### src/rtl/pool2d_engine.sv
// pool2d_engine: sliding-window max/average pooling over a feature map in BRAM.
// Each window is read K*K pixels in row-major order. The engine waits RD_LATENCY
// cycles for the read data to drain, then writes one result to the output BRAM.
module pool2d_engine #(
  parameter int DATA_WIDTH = 8,
  parameter int IMG_W      = 4,
  parameter int IMG_H      = 4,
  parameter int KERNEL_DIM = 2,
  parameter int STRIDE     = 2,
  parameter int RD_LATENCY = 1,
  parameter int ADDR_WIDTH = 4
) (
  input  logic                  clk,
  input  logic                  rst,
  input  logic                  start,
  input  logic                  mode,
  output logic                  busy,
  output logic                  done,
  output logic                  rd_en,
  output logic [ADDR_WIDTH-1:0] rd_addr,
  input  logic [DATA_WIDTH-1:0] rd_data,
  output logic                  wr_en,
  output logic [ADDR_WIDTH-1:0] wr_addr,
  output logic [DATA_WIDTH-1:0] wr_data
);

  localparam int OUT_W = (IMG_W - KERNEL_DIM) / STRIDE + 1;
  localparam int OUT_H = (IMG_H - KERNEL_DIM) / STRIDE + 1;
  localparam int KK    = KERNEL_DIM * KERNEL_DIM;
  localparam int ACC_W = DATA_WIDTH + $clog2(KK);
  localparam int CW    = $clog2(IMG_W + IMG_H + KERNEL_DIM + RD_LATENCY) + 1;

  typedef enum logic [2:0] {IDLE, READ, DRAIN, WRITE, DONE} state_t;

  state_t          state, state_n;
  logic [CW-1:0]   ox, oy, kx, ky, dcnt;
  logic [CW-1:0]   ox_n, oy_n, kx_n, ky_n, dcnt_n;
  logic            mode_r, mode_n;
  logic            busy_n, done_n, rd_en_n, wr_en_n;
  logic [ADDR_WIDTH-1:0] rd_addr_n, wr_addr_n;
  logic [DATA_WIDTH-1:0] wr_data_n;

  logic [ACC_W-1:0]      acc, acc_nxt;
  logic [DATA_WIDTH-1:0] result;
  logic [RD_LATENCY:1]   vld_pipe, fst_pipe;
  logic                  fst0;

  // Input-map address of pixel (kx,ky) inside output window (ox,oy).
  function automatic logic [ADDR_WIDTH-1:0] rd_at(input logic [CW-1:0] x, y, i, j);
    return ADDR_WIDTH'((32'(y) * STRIDE + 32'(j)) * IMG_W + 32'(x) * STRIDE + 32'(i));
  endfunction

  // State, counters and registered outputs.
  always_ff @(posedge clk) begin
    if (rst) begin
      state   <= IDLE;
      ox      <= '0;
      oy      <= '0;
      kx      <= '0;
      ky      <= '0;
      dcnt    <= '0;
      mode_r  <= 1'b0;
      busy    <= 1'b0;
      done    <= 1'b0;
      rd_en   <= 1'b0;
      rd_addr <= '0;
      wr_en   <= 1'b0;
      wr_addr <= '0;
      wr_data <= '0;
    end else begin
      state   <= state_n;
      ox      <= ox_n;
      oy      <= oy_n;
      kx      <= kx_n;
      ky      <= ky_n;
      dcnt    <= dcnt_n;
      mode_r  <= mode_n;
      busy    <= busy_n;
      done    <= done_n;
      rd_en   <= rd_en_n;
      rd_addr <= rd_addr_n;
      wr_en   <= wr_en_n;
      wr_addr <= wr_addr_n;
      wr_data <= wr_data_n;
    end
  end

  // Next-state and next-output logic; outputs are registered one cycle ahead.
  always_comb begin
    state_n   = state;
    ox_n      = ox;
    oy_n      = oy;
    kx_n      = kx;
    ky_n      = ky;
    dcnt_n    = dcnt;
    mode_n    = mode_r;
    busy_n    = busy;
    done_n    = 1'b0;
    rd_en_n   = 1'b0;
    rd_addr_n = rd_addr;
    wr_en_n   = 1'b0;
    wr_addr_n = wr_addr;
    wr_data_n = wr_data;
    case (state)
      IDLE: begin
        if (start) begin
          state_n   = READ;
          mode_n    = mode;
          ox_n      = '0;
          oy_n      = '0;
          kx_n      = '0;
          ky_n      = '0;
          busy_n    = 1'b1;
          rd_en_n   = 1'b1;
          rd_addr_n = rd_at('0, '0, '0, '0);
        end
      end
      READ: begin
        if (kx == CW'(KERNEL_DIM - 1) && ky == CW'(KERNEL_DIM - 1)) begin
          state_n = DRAIN;
          dcnt_n  = '0;
        end else begin
          if (kx == CW'(KERNEL_DIM - 1)) begin
            kx_n = '0;
            ky_n = ky + 1'b1;
          end else begin
            kx_n = kx + 1'b1;
          end
          rd_en_n   = 1'b1;
          rd_addr_n = rd_at(ox, oy, kx_n, ky_n);
        end
      end
      DRAIN: begin
        // The last sample lands in the accumulator on this same edge, so the
        // written value is taken from the accumulator's next value.
        if (dcnt == CW'(RD_LATENCY - 1)) begin
          state_n   = WRITE;
          wr_en_n   = 1'b1;
          wr_data_n = result;
          wr_addr_n = ADDR_WIDTH'(32'(oy) * OUT_W + 32'(ox));
        end else begin
          dcnt_n = dcnt + 1'b1;
        end
      end
      WRITE: begin
        if (ox == CW'(OUT_W - 1) && oy == CW'(OUT_H - 1)) begin
          state_n = DONE;
          done_n  = 1'b1;
          busy_n  = 1'b0;
          ox_n    = '0;
          oy_n    = '0;
        end else begin
          if (ox == CW'(OUT_W - 1)) begin
            ox_n = '0;
            oy_n = oy + 1'b1;
          end else begin
            ox_n = ox + 1'b1;
          end
          kx_n      = '0;
          ky_n      = '0;
          state_n   = READ;
          rd_en_n   = 1'b1;
          rd_addr_n = rd_at(ox_n, oy_n, '0, '0);
        end
      end
      DONE:    state_n = IDLE;
      default: state_n = IDLE;
    endcase
  end

  // The first read of each window is tagged so its sample reloads the accumulator.
  assign fst0 = rd_en && (kx == '0) && (ky == '0);

  // Read-valid and first-sample tags delayed by the BRAM latency.
  always_ff @(posedge clk) begin
    if (rst) begin
      vld_pipe <= '0;
      fst_pipe <= '0;
    end else begin
      for (int i = RD_LATENCY; i >= 2; i--) begin
        vld_pipe[i] <= vld_pipe[i-1];
        fst_pipe[i] <= fst_pipe[i-1];
      end
      vld_pipe[1] <= rd_en;
      fst_pipe[1] <= fst0;
    end
  end

  // Accumulator update: load on first sample, otherwise max or sum.
  always_comb begin
    acc_nxt = acc;
    if (vld_pipe[RD_LATENCY]) begin
      if (fst_pipe[RD_LATENCY])
        acc_nxt = ACC_W'(rd_data);
      else if (mode_r)
        acc_nxt = acc + ACC_W'(rd_data);
      else if (rd_data > acc[DATA_WIDTH-1:0])
        acc_nxt = ACC_W'(rd_data);
    end
    result = mode_r ? DATA_WIDTH'(acc_nxt / ACC_W'(KK)) : acc_nxt[DATA_WIDTH-1:0];
  end

  // Accumulator register.
  always_ff @(posedge clk) begin
    if (rst) acc <= '0;
    else     acc <= acc_nxt;
  end

endmodule

### config.mk
export PLATFORM = sky130hd
export DESIGN_NAME = pool2d_engine
export DESIGN_NICKNAME = d
export VERILOG_FILES = /design/src/rtl/pool2d_engine.sv
export SDC_FILE = /design/constraint.sdc
export NUM_CORES = 1
export LEC_CHECK = 0
export ABC_AREA = 0
export CORE_ASPECT_RATIO = 2
export CORE_MARGIN = 2
export CORE_UTILIZATION = 31
export CTS_BUF_LIST = sky130_fd_sc_hd__clkbuf_4 sky130_fd_sc_hd__clkbuf_8
export DETAILED_ROUTE_END_ITERATION = 8
export SYNTH_ARGS = -nofsm -noshare
export SYNTH_HDL_FRONTEND = slang
export SYNTH_SLANG_ARGS = --single-unit
export TNS_END_PERCENT = 30
### constraint.sdc
create_clock -name clk -period 3.3 [get_ports clk]
set_input_delay 0.66 -clock clk [delete_from_list [all_inputs] [get_ports clk]]
set_output_delay 0.66 -clock clk [all_outputs]
set_load 0.02 [all_outputs]
==> impl_metrics.py, run 1 <==
metrics = {
    "routing": {
        "firstDrtPassIters": 4,
        "routed_wl_um": 11100,
        "drt_iter0_drc": 148,
        "num_vias": 3796,
        "wl_per_cell_um": 15.8,
        "vias_per_cell": 5.41,
        "antenna_left": 0,
        "route.detailed.drc": 0,
    },
    "logic_synthesis": {
        "ys_seq_area_share_pct": 30.8,
        "ys_warn_count": 0,
        "synthArstFlopShare_pct": 0,
        "synth_flop_cell": "dfxtp_1",
        "synth.distinct_cells": 72,
        "syn-num-nets": 542,
        "netlist_instances": 496,
        "ys_ff_latch": 61,
        "synth_top_area_share_pct": 30.8,
        "synth_area_leaders": "dfxtp_1 (31%), ha_1 (9.8%), nor2_1 (6.7%)",
        "syn_avg_cell_area_sq_um": 8.00,
        "syn-cell-area_sq_um": 3970,
        "synth_edf_count": 0,
        "yosysTopAreaCell": "dfxtp_1",
    },
    "place": {
        "post-place-ws_ps": -15.7,
        "hpwl_um": 8680,
        "gp_congestion": 0.940,
        "portBuffers": 31,
    },
    "worst_setup_path": {
        "rr_worst_depth": 12,
        "worstReg2RegStart": "kx[0]$_SDFFE_PP0P_",
        "critPathLaunchType": "input pin",
        "arrival_ps": 3200,
        "critPathRequiredTime_ps": 3540,
        "max_stage_delay_ps": 460,
        "r2r_end": "rd_addr[3]$_SDFFE_PP0P_",
        "timing.reg2reg.setup_slack_ps": 380,
        "critPathCapture": "wr_data[7]$_SDFFE_PP0P_",
        "cp_cell_sequence": "clkdlybuf4s50_1 > ha_1 > nand2b_1 > a221oi_1 > o41ai_1 > o41a_1 > mux2i_1 > o211ai_1 > a31o_1",
        "crit_path_end_kind": "flip-flop",
        "cpMaxStageDelayCell": "clkdlybuf4s50_1",
        "critPathMaxFanout": 3,
        "startpoint": "rd_data[1]",
        "criticalPathCategory": "in2reg",
    },
    "clock_tree": {
        "cts_hold_buf": 0,
        "cts_setup_buffers": 0,
        "clock_path_buffers": 2,
        "cts_tree": "built",
        "cts_sinks": 61,
        "numCtsBuffers": 9,
        "cts_resized": 0,
        "h-tree-depth": 3,
        "clk_pin_slew_ps": 70,
        "worstSkewPairLatency_ps": 340,
        "cts-root-buf": "clkbuf_8",
    },
    "power_and_ir_drop": {
        "ir_drop_uv": 201,
        "leakagePower_uw": 0.00184,
        "powerDensity_nw_per_um2": 418,
    },
    "sta": {
        "setup_viol": 0,
        "finClkSkew_ps": 7.21,
        "fin_crit_ps": 2970,
        "rsz0062_at_grt": "false",
        "slew_headroom_pct": 48.4,
        "setup_tns_ps": 0,
        "period_share_pct": 89.9,
        "timing.hold.ws_ps": 463,
        "tightestPinTransition_ps": 775,
        "clock.fmax_ghz": 0.337,
        "hold_violations": 0,
        "slew_violations": 0,
        "setup_slack_ps": 334,
    },
    "global_route": {
        "grt_pass1_wl_um": 18500,
        "grt_overflow": 0,
        "grt_usage_pct": 16.8,
        "grt_max_degree": 42,
        "antenna_found_initial": 0,
        "grt_pass1_vias": 3889,
    },
    "layout": {
        "n_fill_cell": 1297,
        "nets": 593,
        "multi_input_area_sq_um": 2540,
        "seq_area_sq_um": 1220,
        "areaGrowthSynthToFinish_pct": 20.7,
        "diodes": 0,
        "drive_gt1_share_pct": 11.4,
    },
    "die": {
        "core_sq_um": 12600,
        "core.rowCount": 58,
        "pin_count": 32,
        "start_util_pct": 31.6,
        "die_w_um": 84.0,
        "die-area_sq_um": 13800,
        "die_y_um": 164,
    },
    "status": {
        "status": "finished clean",
    },
    "run": {
        "drv_cap": 0,
    },
    "hold_path": {
        "min_path_type": "reg2reg",
    },
}
worst min-delay path by stage:
stage	startpoint	to	slack [ps]	cells past startpoint
final	rd_addr[3]$_SDFFE_PP0P_	rd_addr[3]$_SDFFE_PP0P_	460	2
after global routing	rd_addr[3]$_SDFFE_PP0P_	rd_addr[3]$_SDFFE_PP0P_	490	2
after CTS	rd_addr[3]$_SDFFE_PP0P_	rd_addr[3]$_SDFFE_PP0P_	470	2
after detailed placement	rd_addr[3]$_SDFFE_PP0P_	rd_addr[3]$_SDFFE_PP0P_	450	2
after global placement	rd_addr[3]$_SDFFE_PP0P_	rd_addr[3]$_SDFFE_PP0P_	450	2
after floorplan	ky[4]$_SDFFE_PP0P_	ky[4]$_SDFFE_PP0P_	450	1
per-stage QoR:
step	utilization, %	area, sq um	total power [uW]	std cells
2_1_floorplan	-	3970	1200	496
3_3_place_gp	36.7	4600	1410	686
3_5_place_dp	36.7	4600	1410	686
4_1_cts	38.1	4790	2030	702
5_1_grt	38.1	4790	2130	702
6_report	38.1	4790	2000	702
layout by cell type, fill, tap and decap left out, types with 3 or more instances in the layout:
cell / count
clkinv_2: 3
nand3_1: 10
or4_1: 4
o22ai_1: 3
dfxtp_1: 61
nand3b_1: 6
ha_1: 31
xor2_1: 6
xnor2_1: 13
a21oi_1: 46
inv_1: 30
o21ai_1: 3
nor3_1: 11
buf_4: 31
o21ai_0: 19
a32o_1: 3
or3_1: 4
clkbuf_8: 11
and3_1: 7
a311oi_1: 4
nand2b_1: 7
fa_1: 3
a211oi_1: 6
clkdlybuf4s50_1: 30
nor4_1: 4
nand2_1: 40
nor2_1: 71
o211ai_1: 5
nand4_1: 9
mux2i_1: 6
nor4b_2: 3
nor2b_1: 5
a21o_1: 3
state kept, by name (all words and copies together) (netlist names):
register and count:
acc 10, wr_data 8, dcnt 5, kx 5
ky 5, ox 5, oy 5, rd_addr 4
wr_addr 4, state 3, busy 1, done 1
fst_pipe 1, mode_r 1, rd_en 1, vld_pipe 1
wr_en 1
critical path, delay by kind of cell:
kind	cells	cell delay, ps
compound gates	5	1400
buf+inv	1	460
fa+ha+maj	1	350
simple gates	1	180
mux	1	170
power breakdown:
group	total (uW)	switching, uW	internal [uW]
combinational	578	348	230
sequential	821	42.4	779
clock	602	284	318
layout make-up:
class | instances | share of cell area, %
Clock inverter | 4 | 0.471
Multi-Input combinational cell | 382 | 53.1
Clock buffer | 12 | 3.32
Tap cell | 150 | 3.92
Timing Repair Buffer | 62 | 11.2
Inverter | 31 | 2.43
Sequential cell | 61 | 25.5
routing by layer:
layer  part of all wire [%]  vias up  global-route usage (%)
met5                      0        -                       0
met4                    5.9        0                    11.2
met3                    3.0       39                    2.86
met2                     55       85                    32.4
met1                     36     1801                    15.9
li1                       -     1871                       -
logic make-up after synthesis:
group                      count (synthesis)  share of synthesized area (%)
and+or+nand+nor                          195                           24.9
AOI/OAI and AO/OA                        127                           21.9
DFF                                       61                           30.8
buffers and inverters                     53                           5.14
adders and majority gates                 34                           11.3
xor gates and xnor gates                  19                           4.20
muxes                                      7                           1.80
synth_stat cells (all sizes together), types with 2 or more instances:
cell / number
o41ai: 2
ha: 31
or4: 4
a32o: 3
o22ai: 3
nand3b: 6
nand4: 10
o31a: 2
o211ai: 5
nand2b: 8
nor3: 11
a21o: 3
o31ai: 3
xnor2: 13
o21bai: 2
nor4: 4
o21a: 2
or3: 4
buf: 5
dfxtp: 61
a211oi: 8
a2111oi: 2
clkbuf: 17
o21ai: 22
a31o: 3
o221ai: 2
nor2: 72
inv: 30
xor2: 6
nor4b: 5
and3: 7
nor3b: 2
fa: 3
mux2i: 6
and2: 2
a311oi: 4
nor2b: 6
a31oi: 2
o311ai: 2
a22oi: 2
nand3: 10
nand2: 40
a21oi: 46
Power figures use the tool's default switching activity.
==> run 2, diff against run 1 <==
Settings changed: SKIP_LAST_GASP set to 1.
==> results of run 2 <==
Same layout as run 1: the final DEF is identical, and so are final timing and power.
==> run 3, diff against run 2 <==
==> constraint.sdc (replaced) <==
create_clock -name clk -period 3.3 [get_ports clk]
set_input_delay 0.66 -clock clk [delete_from_list [all_inputs] [get_ports clk]]
set_output_delay 0.66 -clock clk [all_outputs]
set_load 0.005 [all_outputs]
==> results of run 3 <==
Same layout as run 1 (identical final DEF). Status: finished clean.
Among the figures that moved: total power 2000 uW -> 1980 uW; worst IR drop on VDD 201 uV -> 191 uV
